### src/rtl/bcd_pkg.sv
// Shared definitions for the serial packed-BCD adder slice.
//   state_t     : controller states (IDLE, RUN, DONE)
//   BCD_DIGIT_W : bits per BCD digit
//   BCD_MAX     : largest legal BCD digit value
//   BCD_RADIX   : decimal radix, sized for the 5-bit digit sum
package bcd_pkg;

  typedef enum logic [1:0] {
    IDLE = 2'd0,
    RUN  = 2'd1,
    DONE = 2'd2
  } state_t;

  localparam int unsigned BCD_DIGIT_W = 4;
  localparam logic [3:0]  BCD_MAX     = 4'd9;
  localparam logic [4:0]  BCD_RADIX   = 5'd10;

endpackage

### src/rtl/bcd_digit_add.sv
// Single-digit BCD adder, purely combinational.
//   a_d, b_d : input digits (may be illegal, i.e. > 9)
//   c_in     : decimal carry in
//   digit    : sum digit
//   c_out    : decimal carry out
//   bad      : set when either input digit is > 9
// Illegal digits are not corrected; they follow the same subtract-ten rule.
module bcd_digit_add
  import bcd_pkg::*;
(
  input  logic [3:0] a_d,
  input  logic [3:0] b_d,
  input  logic       c_in,
  output logic [3:0] digit,
  output logic       c_out,
  output logic       bad
);

  logic [4:0] tmp;
  logic [4:0] adj;

  always_comb begin
    tmp   = {1'b0, a_d} + {1'b0, b_d} + {4'b0000, c_in};
    adj   = tmp - BCD_RADIX;
    digit = tmp[3:0];
    c_out = 1'b0;
    if (tmp >= BCD_RADIX) begin
      digit = adj[3:0];
      c_out = 1'b1;
    end
    bad = (a_d > BCD_MAX) || (b_d > BCD_MAX);
  end

endmodule

### src/rtl/bcd_serial_adder.sv
// Multi-digit packed-BCD adder, one digit per clock, LSD first, through a
// single shared bcd_digit_add stage.
//   clk, rst            : clock, asynchronous active-high reset
//   in_valid/in_ready   : operand handshake (accepted only in IDLE)
//   a, b, cin           : packed-BCD operands and carry in to digit 0
//   out_valid/out_ready : result handshake (held in DONE)
//   sum, cout, err      : packed-BCD sum, decimal carry out, illegal-digit flag
module bcd_serial_adder
  import bcd_pkg::*;
#(
  parameter int unsigned DIGITS = 4
) (
  input  logic                  clk,
  input  logic                  rst,
  input  logic                  in_valid,
  output logic                  in_ready,
  input  logic [4*DIGITS-1:0]   a,
  input  logic [4*DIGITS-1:0]   b,
  input  logic                  cin,
  output logic                  out_valid,
  input  logic                  out_ready,
  output logic [4*DIGITS-1:0]   sum,
  output logic                  cout,
  output logic                  err
);

  localparam int unsigned IDX_W = (DIGITS > 1) ? $clog2(DIGITS) : 1;
  localparam logic [IDX_W-1:0] LAST = IDX_W'(DIGITS - 1);

  state_t state, state_nx;

  logic [IDX_W-1:0]    idx;
  logic [4*DIGITS-1:0] a_r, b_r;
  logic                carry;
  logic                err_r;
  logic [4*DIGITS-1:0] sum_r;

  logic [3:0] a_d, b_d, digit;
  logic       c_out, bad;
  logic       accept;

  assign accept    = (state == IDLE) && in_valid;
  assign in_ready  = (state == IDLE);
  assign out_valid = (state == DONE);
  assign sum       = sum_r;
  assign cout      = carry;
  assign err       = err_r;

  // Select digit idx of the working operands for the shared digit adder.
  always_comb begin
    a_d = '0;
    b_d = '0;
    for (int unsigned i = 0; i < DIGITS; i++) begin
      if (idx == IDX_W'(i)) begin
        a_d = a_r[i*4 +: 4];
        b_d = b_r[i*4 +: 4];
      end
    end
  end

  bcd_digit_add u_digit (
    .a_d   (a_d),
    .b_d   (b_d),
    .c_in  (carry),
    .digit (digit),
    .c_out (c_out),
    .bad   (bad)
  );

  always_comb begin
    state_nx = state;
    case (state)
      IDLE: if (in_valid) state_nx = RUN;
      RUN:  if (idx == LAST) state_nx = DONE;
      DONE: if (out_ready) state_nx = IDLE;
      default: state_nx = IDLE;
    endcase
  end

  always_ff @(posedge clk or posedge rst) begin
    if (rst) begin
      state <= IDLE;
    end else begin
      state <= state_nx;
    end
  end

  always_ff @(posedge clk or posedge rst) begin
    if (rst) begin
      idx   <= '0;
      a_r   <= '0;
      b_r   <= '0;
      carry <= 1'b0;
      err_r <= 1'b0;
      sum_r <= '0;
    end else if (accept) begin
      a_r   <= a;
      b_r   <= b;
      carry <= cin;
      idx   <= '0;
      err_r <= 1'b0;
      sum_r <= '0;
    end else if (state == RUN) begin
      for (int unsigned i = 0; i < DIGITS; i++) begin
        if (idx == IDX_W'(i)) sum_r[i*4 +: 4] <= digit;
      end
      carry <= c_out;
      err_r <= err_r | bad;
      // Hold idx at the last digit so it never wraps.
      if (idx != LAST) idx <= idx + 1'b1;
    end
  end

endmodule

### config.mk
export PLATFORM = sky130hd
export DESIGN_NAME = bcd_serial_adder
export DESIGN_NICKNAME = d
export VERILOG_FILES = /design/src/rtl/bcd_pkg.sv /design/src/rtl/bcd_digit_add.sv /design/src/rtl/bcd_serial_adder.sv
export SDC_FILE = /design/constraint.sdc
export NUM_CORES = 1
export LEC_CHECK = 0
export BUFFER_PORTS_ARGS = -buffer_cell sky130_fd_sc_hd__buf_2
export CAP_MARGIN = 10
export CORE_MARGIN = 4
export CORE_UTILIZATION = 55
export CTS_BUF_LIST = sky130_fd_sc_hd__clkbuf_8
export DETAILED_ROUTE_END_ITERATION = 8
export GPL_ROUTABILITY_DRIVEN = 0
export HOLD_SLACK_MARGIN = 0.05
export PLACE_DENSITY = 0.8
export SLEW_MARGIN = 20
export SYNTH_ARGS = -nofsm -noshare
export SYNTH_HDL_FRONTEND = slang
export SYNTH_SLANG_ARGS = --single-unit
### constraint.sdc
create_clock -name clk -period 5.7 [get_ports clk]
set_input_delay 0.285 -clock clk [delete_from_list [all_inputs] [get_ports clk]]
set_output_delay 0.285 -clock clk [all_outputs]
set_load 0.03 [all_outputs]
==> impl_metrics.env, run 1 <==
export IMPL_rsz0062_at_grt="false"
export IMPL_fin_nets=426
export IMPL_overflow=0
export IMPL_synth_area_leaders="dfrtp_1, nand2_1, a21oi_1"
export IMPL_vias=2487
export IMPL_path_cells="inv_1, ha_1, nand2_1, a21oi_1, a21oi_1, nor2_1, a21oi_1, fa_1, fa_1, xnor2_1, inv_1, ha_1, nand2b_1, o32a_1, a41o_1, o21ai_1"
export IMPL_core_rowCount=25
export IMPL_post_cts_buffers=0
export IMPL_ys_ff_latch=54
export IMPL_stdcell_count=447
export IMPL_synth_distinct_cells=39
export IMPL_grt_pass1_vias=2362
export IMPL_synth_common_cells="nand2_1, dfrtp_1, a21oi_1"
export IMPL_crit_top_cell="a21oi_1"
export IMPL_setup_tns_ns=0
export IMPL_wl_per_cell_um=14.7
export IMPL_critPathMaxFanout=19
export IMPL_dpl_hpwl_um=4620
export IMPL_drtAntennaViolNets=0
export IMPL_critPathArrivalTime_ns=4.60
export IMPL_synth_most_common_cell="nand2_1"
export IMPL_cts_hold_buf=0
export IMPL_first_pass_iters=5
export IMPL_maxSlewHeadroom_pct=39.5
export IMPL_cp_data_required_time_ns=5.93
export IMPL_fillers=447
export IMPL_start_util_pct=58.2
export IMPL_setup_violations=0
export IMPL_drtIter0Drc=196
export IMPL_period_needed_ns=4.37
export IMPL_crit_path_end_kind="flip-flop"
export IMPL_async_flop_share_pct=100
export IMPL_cts_sinks=54
export IMPL_synth_ff_type="dfrtp_1"
export IMPL_grt_start_max_net_pins=55
export IMPL_cts_made_buffers=5
export IMPL_syn_avg_cell_area_um2=8.44
export IMPL_antenna_cells=0
export IMPL_grt_pass1_wl_um=11200
export IMPL_io_pin_count=57
export IMPL_syn_cell_area_um2=2800
export IMPL_cts_resized=0
export IMPL_max_stage_delay_ns=0.53
export IMPL_placedCellCount=439
export IMPL_fin_worst_skew_ns=0.00592
export IMPL_tightest_slew_ns=0.907
export IMPL_synthCells=332
export IMPL_routed_wl_um=6580
export IMPL_hold_viol_final=0
export IMPL_start_kind="flip-flop"
export IMPL_synth_largest_area_cell="dfrtp_1"
export IMPL_cts_root_buffer="clkbuf_8"
export IMPL_worstSetupPathType="flip-flop to flip-flop"
export IMPL_synth_edf_count=0
export IMPL_drive_gt1_share_pct=17.9
export IMPL_grt_total_usage_pct=22.8
export IMPL_synthesis_nets=379
export IMPL_hold_ws_ns=0.138
export IMPL_vias_per_cell=5.56
export IMPL_syn2layout_area_growth_pct=14.6
export IMPL_hold_class="input pin to asynchronous set/reset pin"
export IMPL_cts_htree_levels=2
export IMPL_yosysTopAreaCellShare_pct=48.2
export IMPL_clk_pin_slew_ns=0.09
export IMPL_place_ws_ns=1.42
export IMPL_ff2ff_path_depth=16
export IMPL_drc=0
export IMPL_final_max_slew_viol_count=0
export IMPL_die_height_um=79.4
export IMPL_setup_slack_ns=1.33
export IMPL_antenna_found_initial=0
export IMPL_ys_warnings_count=0
export IMPL_drv_cap=0
export IMPL_worstSkewPairLatency_ns=0.31
export IMPL_portBuffers=56
export IMPL_dieArea_um2=6300
export IMPL_fmax_mhz=229
export IMPL_status="completed"
export IMPL_fin_crit_sh_pct=76.7
export IMPL_ys_seq_area_share_pct=48.2
export IMPL_clockBufferDepth=2
export IMPL_die_w_um=79.4
export IMPL_cp_slowest_cell="fa_1"
export IMPL_cts_tree="done"
export IMPL_core_area_um2=4820
cells in the final DEF, fill, tap and decap left out, drive strengths merged, types with 2 or more instances in the layout:
cell    Yosys  final
ha          8      8
a311oi      4      4
fa          2      2
o21a        3      3
xnor2       2      2
clkbuf      9      5
nor2b       3      3
nand3b      8      8
nand2     106    106
buf         9     58
a221o       2      2
a211oi      4      4
nand2b      6      6
a21oi      30     30
nor2       15     15
o21ai      23     23
inv        16     17
a22oi       4      4
nand3      11     11
dfrtp      54     54
metrics by stage:
step	util, %	cell area [um2]
2_1_floorplan	-	2800
3_3_place_gp	64.4	3100
3_5_place_dp	64.4	3100
4_1_cts	66.6	3210
5_1_grt	66.6	3210
6_report	66.6	3210
area by class of cell:
cell class	count	area, um2	area share [%]
Sequential cell	54	1350	42.1
Multi-Input combinational cell	244	1310	40.9
Timing Repair Buffer	58	295	9.20
Tap cell	67	83.8	2.61
Clock buffer	5	68.8	2.14
Inverter	16	61.3	1.91
Clock inverter	3	37.5	1.17
worst max-delay path: cells and delay by family (launching register included):
family,cells,cell delay [ns]
buffers and inverters,2,0.18
adders and majority gates,4,1.87
and+or+nand+nor,3,0.37
DFF,1,0.42
xor gates and xnor gates,1,0.40
AOI/OAI and AO/OA,6,1.05
logic make-up (layout without fill, tap and decap cells):
| group | after synthesis | in the layout | synth area share, % |
|---|---|---|---|
| XOR/XNOR | 3 | 3 | 0.938 |
| flip-flops | 54 | 54 | 48.2 |
| buffers and inverters | 34 | 82 | 4.96 |
| adder cells (fa/ha/maj) | 10 | 10 | 5.00 |
| AO/OA/AOI/OAI | 77 | 77 | 17.0 |
| AND/OR/NAND/NOR | 154 | 154 | 23.9 |
state kept, by name (all words and copies together) (netlist names):
signal / count
sum: 16
cout: 1
a_r: 16
b_r: 16
err: 1
idx: 2
state: 2
per-layer routing:
layer,vias to the layer above,track usage (%),routed length (um)
met3,12,4.18,478
met4,0,10.1,120
li1,1208,-,-
met2,102,36.1,3000
met1,1165,30.7,2980
met5,-,0,0
worst paths after layout:
path                             start  endpoint  slack (ns)
min in group clk                  b[1]    b_r[1]        0.16
worst min-delay path               rst   a_r[11]        0.14
worst min register to register  b_r[1]    b_r[1]        0.50
max in group asynchronous          rst   sum[13]        5.04
worst max-delay path            idx[1]    sum[2]        1.33
worst max register to register  idx[1]    sum[2]        1.33
Power of run 1 is not shown: default switching activity piles up to over one toggle a cycle in this logic, so the estimate is an artifact.
==> inputs of run 2 (changes only) <==
clock period = 4.15 ns   (was 5.7 ns; I/O delays follow)
==> run 2 against run 1 <==
Non-clock buffer count is 5 higher; worst hold slack worse by 0.083 ns; count of clock-buffer cells in the layout stayed put; routed wire length is 1.1% higher.
==> impl_metrics.env, run 2 (synthesis gave the netlist of run 1 again) <==
export IMPL_status="completed"
export IMPL_wl_met2_um=3130
export IMPL_cts_htree_levels=2
export IMPL_setup_tns_ns=0
export IMPL_core_rowCount=25
export IMPL_tightest_slew_ns=0.931
export IMPL_dieArea_um2=6300
export IMPL_hold_viol_final=0
export IMPL_routed_wl_met3_um=400
export IMPL_drv_cap=0
export IMPL_critPathMaxFanout=11
export IMPL_first_pass_iters=4
export IMPL_drt_met1_wl_um=3040
export IMPL_worstSkewPairLatency_ns=0.30
export IMPL_fin_worst_skew_ns=0.00514
export IMPL_drive_gt1_share_pct=20.5
export IMPL_hold_class="input pin to asynchronous set/reset pin"
export IMPL_cp_slowest_cell="fa_1"
export IMPL_cts_resized=0
export IMPL_start_util_pct=58.2
export IMPL_clk_pin_slew_ns=0.09
export IMPL_clockBufferDepth=2
export IMPL_final_max_slew_viol_count=0
export IMPL_die_height_um=79.4
export IMPL_worstSetupPathType="flip-flop to flip-flop"
export IMPL_path_cells="inv_1, ha_1, a21oi_1, a21oi_1, nor2_1, a21oi_1, fa_1, fa_2, xnor2_2, inv_1, ha_1, nand2b_1, o32a_1, a41o_1, o21ai_1"
export IMPL_dpl_hpwl_um=4680
export IMPL_grt_pass1_vias=2388
export IMPL_grt_pass1_wl_um=11400
export IMPL_fin_crit_sh_pct=94.3
export IMPL_period_needed_ns=3.91
export IMPL_antenna_cells=0
export IMPL_crit_top_cell="a21oi_1"
export IMPL_crit_path_end_kind="flip-flop"
export IMPL_mostFrequentLayoutCell="nand2_1"
export IMPL_grt_start_max_net_pins=55
export IMPL_drtAntennaViolNets=0
export IMPL_cts_tree="done"
export IMPL_max_stage_delay_ns=0.48
export IMPL_die_w_um=79.4
export IMPL_maxSlewHeadroom_pct=37.8
export IMPL_cts_sinks=54
export IMPL_setup_violations=0
export IMPL_routed_wl_um=6650
export IMPL_portBuffers=56
export IMPL_start_kind="flip-flop"
export IMPL_top_layer="met4"
export IMPL_fin_nets=431
export IMPL_grt_total_usage_pct=22.7
export IMPL_vias=2468
export IMPL_core_area_um2=4820
export IMPL_io_pin_count=57
export IMPL_final_cell_mix="nand2_1, buf_2, dfrtp_1"
export IMPL_post_cts_buffers=0
export IMPL_vias_per_cell=5.46
export IMPL_wl_per_cell_um=14.7
export IMPL_drc=0
export IMPL_critPathArrivalTime_ns=4.14
export IMPL_fmax_mhz=256
export IMPL_syn2layout_area_growth_pct=17.2
export IMPL_antenna_found_initial=0
export IMPL_drtIter0Drc=262
export IMPL_cts_root_buffer="clkbuf_8"
export IMPL_overflow=0
export IMPL_cp_data_required_time_ns=4.38
export IMPL_cts_made_buffers=5
export IMPL_cts_hold_buf=0
==> run 2: worst max-delay path, delay by kind of cell (launching register included) <==
kind	cells	cell delay, ns
xor+xnor	1	0.20
fa+ha+maj	4	1.66
simple gates	2	0.28
flops	1	0.47
buf+inv	2	0.19
compound gates	6	1.04
==> run 2: path summary, 6_finish.rpt <==
path                       slack [ns]  endpoint     from  cells past startpoint
setup / recovery                 0.24    sum[2]   idx[0]                     15
hold / removal                   0.06    a_r[5]      rst                      2
setup reg to reg                 0.24    sum[2]   idx[0]                     15
hold reg to reg                  0.49   a_r[15]  a_r[15]                      2
max in group asynchronous        3.56    idx[0]      rst                      2
min in group clk                 0.09    a_r[5]     a[5]                      3
==> run 2: through the flow <==
stage	setup WS (ns)	utilization [%]	hold WS, ns	cell area, um2	cells
2_1_floorplan	0.217	-	0.313	2800	332
3_3_place_gp	0.305	65.2	0.396	3140	444
3_5_place_dp	0.160	65.2	0.399	3140	444
4_1_cts	0.0668	67.4	0.0856	3250	452
5_1_grt	-0.0214	68.2	0.0765	3280	452
6_report	0.237	68.2	0.0551	3280	452
==> run 2: final cells by class <==
class	instances	area, um2
clock inverters	3	40.0
well taps	67	83.8
inverters	16	61.3
multi-input cells	244	1350
flip-flops and latches	54	1350
repair buffers	63	333
fillers	444	1530
clock buffers	5	68.8
==> run 2: routing by layer <==
metal,vias up,GRT usage (%)
met2,85,37.0
li1,1218,-
met4,0,4.64
met1,1154,32.4
met3,11,3.27
met5,-,0
Power of run 2 is left out for the same reason.
==> inputs of run 3 (changes only) <==
clock period = 4.9 ns   (was 4.15 ns; I/O delays follow)
==> run 3 against run 2 <==
Cell count down 1.1%; non-clock buffer count down 5; critical path depth up 1; via count down 2.1%; flip-flop and latch count unchanged; core utilization down 1.8 points; count of clock-buffer cells in the layout up 1; first-iteration DRC count down 30%; routed wire length down 2.6%; largest cell class unchanged; highest routed layer unchanged.
==> impl_metrics.env, run 3 (synthesis gave the netlist of run 1 again) <==
export IMPL_rr_endpoint="sum[2]"
export IMPL_rrSetupSlack_ns=0.59
export IMPL_vias_per_cell=5.40
export IMPL_fin_crit_sh_pct=87.9
export IMPL_antenna_cells=0
export IMPL_ff2ff_path_depth=16
export IMPL_overflow=0
export IMPL_setup_worst_path_start="idx[1]"
export IMPL_placedCellCount=439
export IMPL_start_util_pct=58.2
export IMPL_tightest_slew_ns=0.903
export IMPL_grt_start_max_net_pins=55
export IMPL_routed_wl_um=6480
export IMPL_core_rowCount=25
export IMPL_drc=0
export IMPL_portBuffers=56
export IMPL_grt_pass1_wl_um=11300
export IMPL_fin_nets=426
export IMPL_setup_violations=0
export IMPL_status="completed"
export IMPL_hold_class="input pin to asynchronous set/reset pin"
export IMPL_clockBufferDepth=2
export IMPL_vias=2416
export IMPL_cts_sinks=54
export IMPL_stdcell_count=447
export IMPL_dieArea_um2=6300
export IMPL_fmax_mhz=232
export IMPL_cts_tree="done"
export IMPL_worstSkewPairLatency_ns=0.31
export IMPL_cts_htree_levels=2
export IMPL_clk_pin_slew_ns=0.09
export IMPL_cts_root_buffer="clkbuf_8"
export IMPL_die_height_um=79.4
export IMPL_grt_pass1_vias=2325
export IMPL_final_cell_mix="nand2_1, buf_2, dfrtp_1"
export IMPL_maxSlewHeadroom_pct=39.7
export IMPL_critPathArrivalTime_ns=4.53
export IMPL_core_area_um2=4820
export IMPL_drive_gt1_share_pct=18.4
export IMPL_hold_viol_final=0
export IMPL_die_w_um=79.4
export IMPL_cts_resized=0
export IMPL_grt_total_usage_pct=22.8
export IMPL_io_pin_count=57
export IMPL_period_needed_ns=4.31
export IMPL_worstSetupPathType="flip-flop to flip-flop"
export IMPL_r2r_start="idx[1]"
export IMPL_fin_worst_skew_ns=0.00479
export IMPL_cts_hold_buf=0
export IMPL_start_kind="flip-flop"
export IMPL_first_pass_iters=4
export IMPL_crit_path_end_kind="flip-flop"
export IMPL_post_cts_buffers=0
export IMPL_cts_made_buffers=5
export IMPL_syn2layout_area_growth_pct=14.2
export IMPL_critPathMaxFanout=19
export IMPL_drtIter0Drc=184
export IMPL_drv_cap=0
export IMPL_final_max_slew_viol_count=0
export IMPL_wl_per_cell_um=14.5
export IMPL_drtAntennaViolNets=0
export IMPL_mostFrequentLayoutCell="nand2_1"
export IMPL_dpl_hpwl_um=4660
export IMPL_cp_data_required_time_ns=5.12
export IMPL_antenna_found_initial=0
export IMPL_setup_tns_ns=0
export IMPL_rsz0062_at_grt="false"
## run 3: per-stage QoR
stage | instance area [um2] | hold WS (ns) | utilization, % | setup slack [ns]
CTS | 3200 | 0.114 | 66.4 | 0.608
finish | 3200 | 0.0888 | 66.4 | 0.590
global placement | 3100 | 0.433 | 64.4 | 0.812
floorplan | 2800 | 0.350 | - | 0.967
global route | 3200 | 0.113 | 66.4 | 0.285
detailed placement | 3100 | 0.438 | 64.4 | 0.625
## run 3: worst max path at each step
stage	end	slack (ns)	cells after the start
finish	sum[2]	0.59	16
CTS	sum[2]	0.61	15
floorplan	sum[14]	0.97	17
detailed placement	sum[2]	0.62	16
global route	sum[2]	0.28	16
global placement	sum[6]	0.81	15
## run 3: cell type report
cell class                 count  area, um2
fill                         456       1620
sequential                    54       1350
multi-input combinational    244       1310
timing repair buffer          58        295
tap                           67       83.8
clock buffer                   6       82.6
inverter                      16       61.3
clock inverter                 2       12.5
## run 3: worst max-delay path, cell delays in order (launching register included)
cell and delay, ns:
dfrtp_1 0.42, inv_1 0.09, ha_1 0.50, nand2_1 0.09, a21oi_1 0.14, a21oi_1 0.05
nor2_1 0.11, a21oi_1 0.07, fa_1 0.49, fa_1 0.53, xnor2_1 0.39, inv_1 0.09
ha_1 0.34, nand2b_1 0.15, o32a_1 0.29, a41o_1 0.30, o21ai_1 0.17
## run 3: metal layers
layer / routed length [um] / GRT usage (%)
met4: 108 / 6.01
met3: 388 / 4.51
met5: 0 / 0
met2: 2930 / 35.4
met1: 3050 / 32.8
Power of run 3 is left out for the same reason.
